### src/rtl/lut_cfg_loader.sv
// ---------------------------------------------------------------------------
// lut_cfg_loader
//
// Serial-to-parallel configuration loader for a bank of fracturable LUTs.
// A frame starts on `start` and carries NUM_LUTS words of CFG_W bits each.
// Each word arrives MSB-first over a valid/ready bit stream. Once a word is
// complete, it is presented on config_out for one COMMIT cycle. During that
// cycle, cen_out strobes the one target LUT that should capture it.
//
// Ports
//   cclk        in   configuration clock, all state on rising edge
//   rst_n       in   asynchronous active-low reset
//   start       in   begin a load frame (only looked at while idle)
//   abort       in   synchronous frame abort (priority over start/bits)
//   bit_in      in   serial config data
//   bit_valid   in   bit_in is valid
//   bit_ready   out  loader accepts a bit this cycle
//   config_out  out  [CFG_W-1:0] word being assembled / committed
//   cen_out     out  [NUM_LUTS-1:0] one-hot config enable, COMMIT only
//   busy        out  frame in progress
//   done        out  one-cycle pulse after the final COMMIT of a frame
// ---------------------------------------------------------------------------
module lut_cfg_loader #(
    parameter int INPUTS   = 4,
    parameter int MEM_SIZE = 2 ** INPUTS,
    parameter int CFG_W    = 2 * MEM_SIZE + 1,
    parameter int NUM_LUTS = 4
) (
    input  logic                cclk,
    input  logic                rst_n,
    input  logic                start,
    input  logic                abort,
    input  logic                bit_in,
    input  logic                bit_valid,
    output logic                bit_ready,
    output logic [CFG_W-1:0]    config_out,
    output logic [NUM_LUTS-1:0] cen_out,
    output logic                busy,
    output logic                done
);

    // Counter widths. They are clamped to at least one bit so that a
    // single-LUT build still elaborates.
    localparam int CNT_W = (CFG_W > 1) ? $clog2(CFG_W) : 1;
    localparam int IDX_W = (NUM_LUTS > 1) ? $clog2(NUM_LUTS) : 1;

    localparam logic [CNT_W-1:0] CNT_LAST = CNT_W'(CFG_W - 1);
    localparam logic [IDX_W-1:0] IDX_LAST = IDX_W'(NUM_LUTS - 1);

    localparam logic [1:0] ST_IDLE   = 2'd0;
    localparam logic [1:0] ST_SHIFT  = 2'd1;
    localparam logic [1:0] ST_COMMIT = 2'd2;

    logic [1:0]       state_q,   state_d;
    logic [CNT_W-1:0] bit_cnt_q, bit_cnt_d;
    logic [IDX_W-1:0] lut_idx_q, lut_idx_d;
    logic [CFG_W-1:0] shreg_q,   shreg_d;
    logic             done_q,    done_d;

    always_comb begin
        state_d   = state_q;
        bit_cnt_d = bit_cnt_q;
        lut_idx_d = lut_idx_q;
        shreg_d   = shreg_q;
        done_d    = 1'b0;

        case (state_q)
            ST_IDLE: begin
                // Abort in IDLE has no effect other than masking start.
                if (start && !abort) begin
                    state_d   = ST_SHIFT;
                    bit_cnt_d = '0;
                    lut_idx_d = '0;
                end
            end

            ST_SHIFT: begin
                if (abort) begin
                    state_d   = ST_IDLE;
                    bit_cnt_d = '0;
                    lut_idx_d = '0;
                    shreg_d   = '0;
                end else if (bit_valid) begin
                    // MSB-first: the first bit of a word ends up in the top bit.
                    shreg_d = {shreg_q[CFG_W-2:0], bit_in};
                    if (bit_cnt_q == CNT_LAST) begin
                        bit_cnt_d = '0;
                        state_d   = ST_COMMIT;
                    end else begin
                        bit_cnt_d = bit_cnt_q + 1'b1;
                    end
                end
            end

            ST_COMMIT: begin
                // cen_out for this cycle is already on the wire.
                // An abort here only cancels the rest of the frame.
                if (abort) begin
                    state_d   = ST_IDLE;
                    bit_cnt_d = '0;
                    lut_idx_d = '0;
                    shreg_d   = '0;
                end else if (lut_idx_q == IDX_LAST) begin
                    state_d = ST_IDLE;
                    done_d  = 1'b1;
                end else begin
                    lut_idx_d = lut_idx_q + 1'b1;
                    state_d   = ST_SHIFT;
                end
            end

            default: begin
                state_d = ST_IDLE;
            end
        endcase
    end

    always_ff @(posedge cclk or negedge rst_n) begin
        if (!rst_n) begin
            state_q   <= ST_IDLE;
            bit_cnt_q <= '0;
            lut_idx_q <= '0;
            shreg_q   <= '0;
            done_q    <= 1'b0;
        end else begin
            state_q   <= state_d;
            bit_cnt_q <= bit_cnt_d;
            lut_idx_q <= lut_idx_d;
            shreg_q   <= shreg_d;
            done_q    <= done_d;
        end
    end

    // All outputs decode from registered state only. This lets the async
    // reset clear them immediately, without waiting for a clock edge.
    assign bit_ready  = (state_q == ST_SHIFT);
    assign busy       = (state_q != ST_IDLE);
    assign done       = done_q;
    assign config_out = shreg_q;

    generate
        for (genvar gi = 0; gi < NUM_LUTS; gi++) begin : g_cen
            assign cen_out[gi] = (state_q == ST_COMMIT) && (lut_idx_q == IDX_W'(gi));
        end
    endgenerate

endmodule

### config.mk
export PLATFORM = sky130hd
export DESIGN_NAME = lut_cfg_loader
export DESIGN_NICKNAME = d
export VERILOG_FILES = /design/src/rtl/lut_cfg_loader.sv
export SDC_FILE = /design/constraint.sdc
export NUM_CORES = 1
export LEC_CHECK = 0
export CAP_MARGIN = 20
export CORE_AREA = 8 8 71 73
export CTS_CLUSTER_DIAMETER = 120
export CTS_CLUSTER_SIZE = 28
export DETAILED_ROUTE_END_ITERATION = 12
export DIE_AREA = 0 0 79 81
export GPL_TIMING_DRIVEN = 0
export HOLD_SLACK_MARGIN = 0.02
export PLACE_DENSITY = 0.83
export RECOVER_POWER = 50
export SYNTH_ARGS = -nofsm -noshare
export SYNTH_HDL_FRONTEND = slang
export SYNTH_SLANG_ARGS = --single-unit
### constraint.sdc
create_clock -name cclk -period 2.2 [get_ports cclk]
set_input_delay 0.66 -clock cclk [delete_from_list [all_inputs] [get_ports cclk]]
set_output_delay 0.66 -clock cclk [all_outputs]
set_load 0.02 [all_outputs]
**Word level (Yosys, flattened, before mapping)**

Cells that the tools add are included.

- Muxes and demuxes: 25
- Add/subtract/negate cells: 2
- Eq/ne operators: 12
- Reduce and logical (&&, ||, !) cells: 15

Operator list:

| kind | number |
|---|---|
| $mux 33 | 3 |
| $pmux 33 s2 | 1 |
| $mux 6 | 5 |
| $pmux 6 s3 | 1 |
| $mux 2 | 8 |
| $pmux 2 s3 | 2 |
| $reduce_and 4->1 | 2 |
| $add 6x1->6 const B | 1 |
| $eq 2x2->1 const B | 3 |
| $eq 6x6->1 const B | 1 |
| $ne 2x2->1 const B | 3 |
| $ne 3x3->1 const B | 2 |
| $reduce_and 3->1 | 2 |
| $logic_and 1x1->1 | 5 |
| $mux 1 | 5 |
| $eq 2x1->1 const B | 2 |
| $logic_not 2->1 | 2 |
| $reduce_bool 2->1 | 2 |
| $ne 3x2->1 const B | 1 |
| $reduce_bool 3->1 | 1 |
| $add 2x1->2 const B | 1 |
| $logic_not 1->1 | 1 |

- Logic and storage cells: 59
- Input bits: 6
- Flip-flop bits (word level): 44

**Logic depth before layout (Yosys ltp)**

Gate-level depths: netlist (run 1).

- Depth after elaboration: 5
- Gate-level depth with buffers: 7
- Depth with buffers taken out: 6

**Least setup slack after synthesis (run 1)**

Ideal clock, no wire load.

- Path type: reg-to-output
- Start: reg state_q[0]
- End: out cen_out[0]
- Slack: 0.557 ns
- Arrival: 0.983 ns
- Cell stages (with the launch flop): 4
- Required time: 1.540 ns
- Path through: dfrtp_1 buf_6 nor2b_1 and2_1

- Cells in the longest elaborated chain, start to end: 2

RTL lines:

| element | RTL line | text |
|---|---|---|
| start: declaration | 54 | `logic [1:0] state_q, state_d;` |
| start signal: assignment | 126 | `state_q <= state_d;` |
| $eq 2x2->1 | 143 | `assign cen_out[gi] = (state_q == ST_COMMIT) && (lut_idx_q == IDX_W'(gi));` |
| $logic_and 1x1->1 | 143 |  |
| end: declaration | 37 | `output logic [NUM_LUTS-1:0] cen_out,` |

No other way between the ends.

**Final worst setup path (run 1)**

- Start: reg state_q[1]
- End: out busy

- Cells in the longest elaborated chain, start to end: 1

RTL lines:

| element | RTL line | text |
|---|---|---|
| $reduce_bool 2->1 | 137 | `assign busy = (state_q != ST_IDLE);` |
| end: declaration | 38 | `output logic busy,` |

No other way between the ends.

==> out/qor.yml, run 1 <==
die:
  start_util: 0.527
  core_mm2: 0.00391
  die_y_um: 81
  row_count: 23
  die_x_um: 79
  die_area_mm2: 0.00640
  io_pins: 46
sta:
  clock_skew_ps: 7.75
  relSlewSlack: 0.264
  tns_ps: 0
  fmax_ghz: 0.473
  fin_crit_sh: 0.961
  holdWs_ps: 506
  slew_violations: 0
  hold_viol: 0
  setup_viol: 0
  min_period_ps: 2110
  rsz0062_at_grt: "false"
  worst_slew_pin_slew_ps: 1100
place:
  port_buffers: 45
  hpwl_mm: 3.35
  place_congestion: 0.803
cts:
  post_cts_buffers: 0
  root_buffer: "clkbuf_8"
  clk_pin_slew_ps: 80
  cts_tree: "done"
  clock-sinks: 44
  ctsHtreeMaxLevel: 2
  numCtsBuffers: 5
  clk_path_buf_depth: 2
  worstSkewPairLatency_ps: 300
logic_synthesis:
  synth_cell_type_count: 33
  synthCells: 224
  synth-seq-cells: 44
  synth_ff_type: "dfrtp_1"
  syn_area_per_cell_um2: 9.20
  syn-cell-area_mm2: 0.00206
  yosysWarningCount: 0
  synth_nets: 236
  async_flop_share: 1.00
  synth-edff-count: 0
  yosysSeqAreaShare: 0.534
worst_setup_path:
  worstPathMaxFanout: 10
  critPathKind: "register to output port"
  cp_data_arrival_time_ps: 1450
  slowest_stage: "dfrtp_1"
  crit_chain: "buf_6 -> or2_2 -> dlygate4sd2_1"
  reg2reg_slack_ps: 450
  crit_buf_inv: 2
  crit_family: "buffers and inverters"
  cpPeakStageDelay_ps: 420
  cp-end-kind: "output port"
  critical_path.startpoint_type: "register"
  worst_ep_required_time_ps: 1540
cells_and_area:
  multi_input_comb_area_um2: 837
  syn_to_final_growth_pct: 28.7
  layout_commonest_cell: "nand2_1"
  seq_area_mm2: 0.00110
  fillers: 327
  nets: 289
  diodes: 0
  drive_above_1_share: 0.0971
  mostFrequentLayoutCells: "nand2_1 (72), dfrtp_1 (44), o21ai_0 (34), clkdlybuf4s50_1 (34), o21ai_1 (8)"
grt:
  grt_pass1_wl_mm: 7.42
  antenna_found_initial: 0
  gr-total-overflow: 0
  grt_max_degree: 25
  grt_use_total: 0.144
  grt_pass1_vias: 1612
routing:
  drtIter0Drc: 100
  route.detailed.drc: 0
  wl_met1_mm: 1.97
  final_antenna_net_count: 0
  wl_met2_mm: 2.12
  met3_length_um: 273
  dr.pass1.iters: 4
  highest_layer: "met4"
  vias: 1718
  wl_mm: 4.45
  post_drt_wl_per_cell_um: 13.6
  via_per_inst: 5.24
power:
  power.leakage_uw: 0.00115
  p_per_area_mw_per_mm2: 618
  irDropWorstVdd_uv: 300
  total_power_uw: 1640
min_path:
  hold_path_class: "register to register"
flow_run:
  cap_viol_max_count: 0
status:
  status: "completed"
## cell type report
type | count | area share
Clock buffer | 6 | 0.0274
Multi-Input combinational cell | 162 | 0.316
Tap cell | 50 | 0.0236
Sequential cell | 44 | 0.415
Inverter | 5 | 0.00708
Clock inverter | 2 | 0.0132
Timing Repair Buffer | 46 | 0.161
Buffer | 13 | 0.0373
## timing repair
action,in CTS,in global routing
gates resized for setup,10,5
endpoints found under the setup margin,6,4
gates cloned,0,0
hold buffers,0,0
## through the flow
stage	utilization	area [µm²]	setup slack [ps]	instances
final	0.678	2650	86.7	328
after floorplan	-	2060	557	224
after detailed placement	0.663	2600	-61.6	320
after global routing	0.678	2650	42.3	328
after global placement	0.658	2570	-638	319
after CTS	0.691	2700	8.72	328
## power by group
group          total (µW)  leakage (µW)  internal (µW)  switching, µW
Clock                 608     0.0000552            337            271
Sequential            839      0.000612            823           15.2
Combinational         193      0.000483           72.7            120
Total                1640       0.00115           1230            406
## cells by family after synthesis
| family | share of synthesized area |
|---|---|
| multiplexers | 0.00728 |
| flip-flops | 0.534 |
| buffers and inverters | 0.0589 |
| AND/OR/NAND/NOR | 0.225 |
| AO/OA/AOI/OAI | 0.134 |
| adder cells (fa/ha/maj) | 0.0364 |
| XOR/XNOR | 0.00425 |
## cells in the mapped netlist (3+ instances only)
master,number,area [µm²]
dfrtp_1,44,1100
inv_1,5,18.8
and2_1,4,25.0
ha_1,6,75.1
o21ai_0,30,150
nor2_1,4,15.0
buf_6,6,67.6
a21oi_1,3,15.0
nand2_1,72,270
nand3_1,4,20.0
nor2b_1,3,18.8
buf_2,4,20.0
o21ai_1,12,60.1
## tightest hold or removal path, stage by stage (launching register included)
cell,delay [ps]
dfrtp_1,370
nand2_1,50
o21ai_0,60
## flip-flops by register name (all words and copies together), names as in the netlist
signal and cells:
state_q 2, lut_idx_q 2, config_out 33, done 1
bit_cnt_q 6
## final timing paths
path | depth (start not counted) | from | to
worst max-delay path | 3 | state_q[1] | busy
worst min-delay path | 2 | config_out[5] | config_out[5]
worst max register to register | 7 | state_q[0] | config_out[27]
worst min register to register | 2 | config_out[5] | config_out[5]
max in group asynchronous | 2 | rst_n | config_out[4]
min in group asynchronous | 1 | rst_n | config_out[22]
## routing by layer
metal / vias up / GRT usage
met3: 8 / 0.0375
met2: 37 / 0.236
li1: 850 / -
met5: - / 0
met1: 823 / 0.175
met4: 0 / 0.0685
(Power assumes the default switching activity.)
==> run 2: changes to the inputs <==
- TNS_END_PERCENT: default -> 30
==> results of run 2 <==
The final DEF is identical to that of run 1; final timing and power are the same.
==> run 3: changes to the inputs <==
- CORE_AREA: 8 8 71 73 -> 8 8 81 83
- DIE_AREA: 0 0 79 81 -> 0 0 89 91
- PLACE_DENSITY: 0.83 -> default
==> run 3 against run 2 <==
Total power grew 6.2%. Design area grew 2.3%. Maximum frequency grew 0.12%. Utilization shrank 17 points. First-iteration DRC count grew 10%. Wire length grew 3.1%. Cell count grew 6.4%.
==> out/qor.yml, run 3 (synthesized netlist as in run 1, its figures left out) <==
routing:
  wl_mm: 4.59
  drtIter0Drc: 110
  route.detailed.drc: 0
  final_antenna_net_count: 0
  via_per_inst: 4.77
  vias: 1666
  post_drt_wl_per_cell_um: 13.2
  dr.pass1.iters: 4
cts:
  ctsHtreeMaxLevel: 2
  numCtsBuffers: 5
  clk_pin_slew_ps: 80
  root_buffer: "clkbuf_8"
  clk_path_buf_depth: 2
  clock-sinks: 44
  worstSkewPairLatency_ps: 290
  cts_tree: "done"
sta:
  clock_skew_ps: 6.73
  relSlewSlack: 0.448
  holdWs_ps: 344
  setup_viol: 0
  min_period_ps: 2110
  hold_viol: 0
  fmax_ghz: 0.474
  worst_slew_pin_slew_ps: 828
  setup_ws_ps: 89.3
  tns_ps: 0
  slew_violations: 0
  rsz0062_at_grt: "false"
  fin_crit_sh: 0.959
worst_setup_path:
  critPathKind: "register to output port"
  cpPeakStageDelay_ps: 430
  cp_data_arrival_time_ps: 1450
  slowest_stage: "dfrtp_1"
  worst_ep_required_time_ps: 1540
  critical_path.startpoint_type: "register"
  crit_chain: "buf_6 -> or2_2 -> dlygate4sd2_1"
  cp-end-kind: "output port"
  rr_startpoint: "state_q[0]"
  worstPathMaxFanout: 10
  startpoint: "state_q[1]"
flow_run:
  cap_viol_max_count: 0
die:
  start_util: 0.386
  io_pins: 46
  die_x_um: 89
  core_mm2: 0.00534
  die_area_mm2: 0.00810
  row_count: 27
  die_y_um: 91
place:
  pre_cts_ws_ps: -68.9
  place_congestion: 0.752
  place_area_mm2: 0.00262
  port_buffers: 45
  hpwl_mm: 3.41
cells_and_area:
  drive_above_1_share: 0.0866
  fin_area_mm2: 0.00271
  largest_reg_flops: 33
  syn_to_final_growth_pct: 31.7
  mostFrequentLayoutCells: "nand2_1 (72), dfrtp_1 (44), clkdlybuf4s50_1 (37), o21ai_0 (34), o21ai_1 (8)"
  layout_commonest_cell: "nand2_1"
  nets: 289
  diodes: 0
  final_util: 0.508
power:
  power.leakage_uw: 0.00115
  p_per_area_mw_per_mm2: 642
  irDropWorstVdd_uv: 261
grt:
  grt_use_total: 0.115
  gr-total-overflow: 0
  grt_pass1_wl_mm: 7.58
  grt_pass1_vias: 1565
  grt_max_degree: 34
  antenna_found_initial: 0
min_path:
  hold_path_class: "input port to async pin"
status:
  status: "completed"
## run 3: report_power, final
group / internal, µW / switching, µW / total (µW)
registers: 823 / 15.6 / 839
logic: 72.7 / 122 / 195
clock network: 447 / 261 / 708
## run 3: layer usage
layer  global-route usage  up-vias  share of wire
li1                     -      844              -
met1                0.141      787           0.44
met2                0.186       33           0.48
met3               0.0423        2          0.077
met4               0.0291        0         0.0030
met5                    0        -              0
## run 3: stage by stage
step,total power (µW),std cells
floorplan,971,224
global placement,1060,341
detailed placement,1060,342
CTS,1770,349
global route,1820,349
finish,1740,349
## run 3: worst paths after layout
kind | depth (start not counted) | endpoint | slack, ps
worst max-delay path | 3 | busy | 90
worst min-delay path | 1 | config_out[23] | 340
worst max register to register | 7 | config_out[2] | 390
worst min register to register | 2 | config_out[32] | 500
max in group asynchronous | 2 | bit_cnt_q[3] | 630
min in group cclk | 2 | config_out[32] | 500
## run 3: repair_timing
action                     CTS  global route
setup endpoints to repair    6             4
buffers inserted             0             0
hold buffers                 0             0
resized for setup           10             3
## run 3: final cells by class
class                   count  area, µm²
fillers                   546       2620
flip-flops and latches     44       1100
multi-input cells         162        842
repair buffers             46        435
plain buffers              13       97.6
well taps                  72       90.1
clock buffers               5       68.8
clock inverters             2       60.1
inverters                   5       18.8
## run 3: critical path, delay by kind of cell (launching register included)
kind,cells,cell delay [ps]
buffers and inverters,2,480
flip-flops,1,430
AND/OR/NAND/NOR,1,260
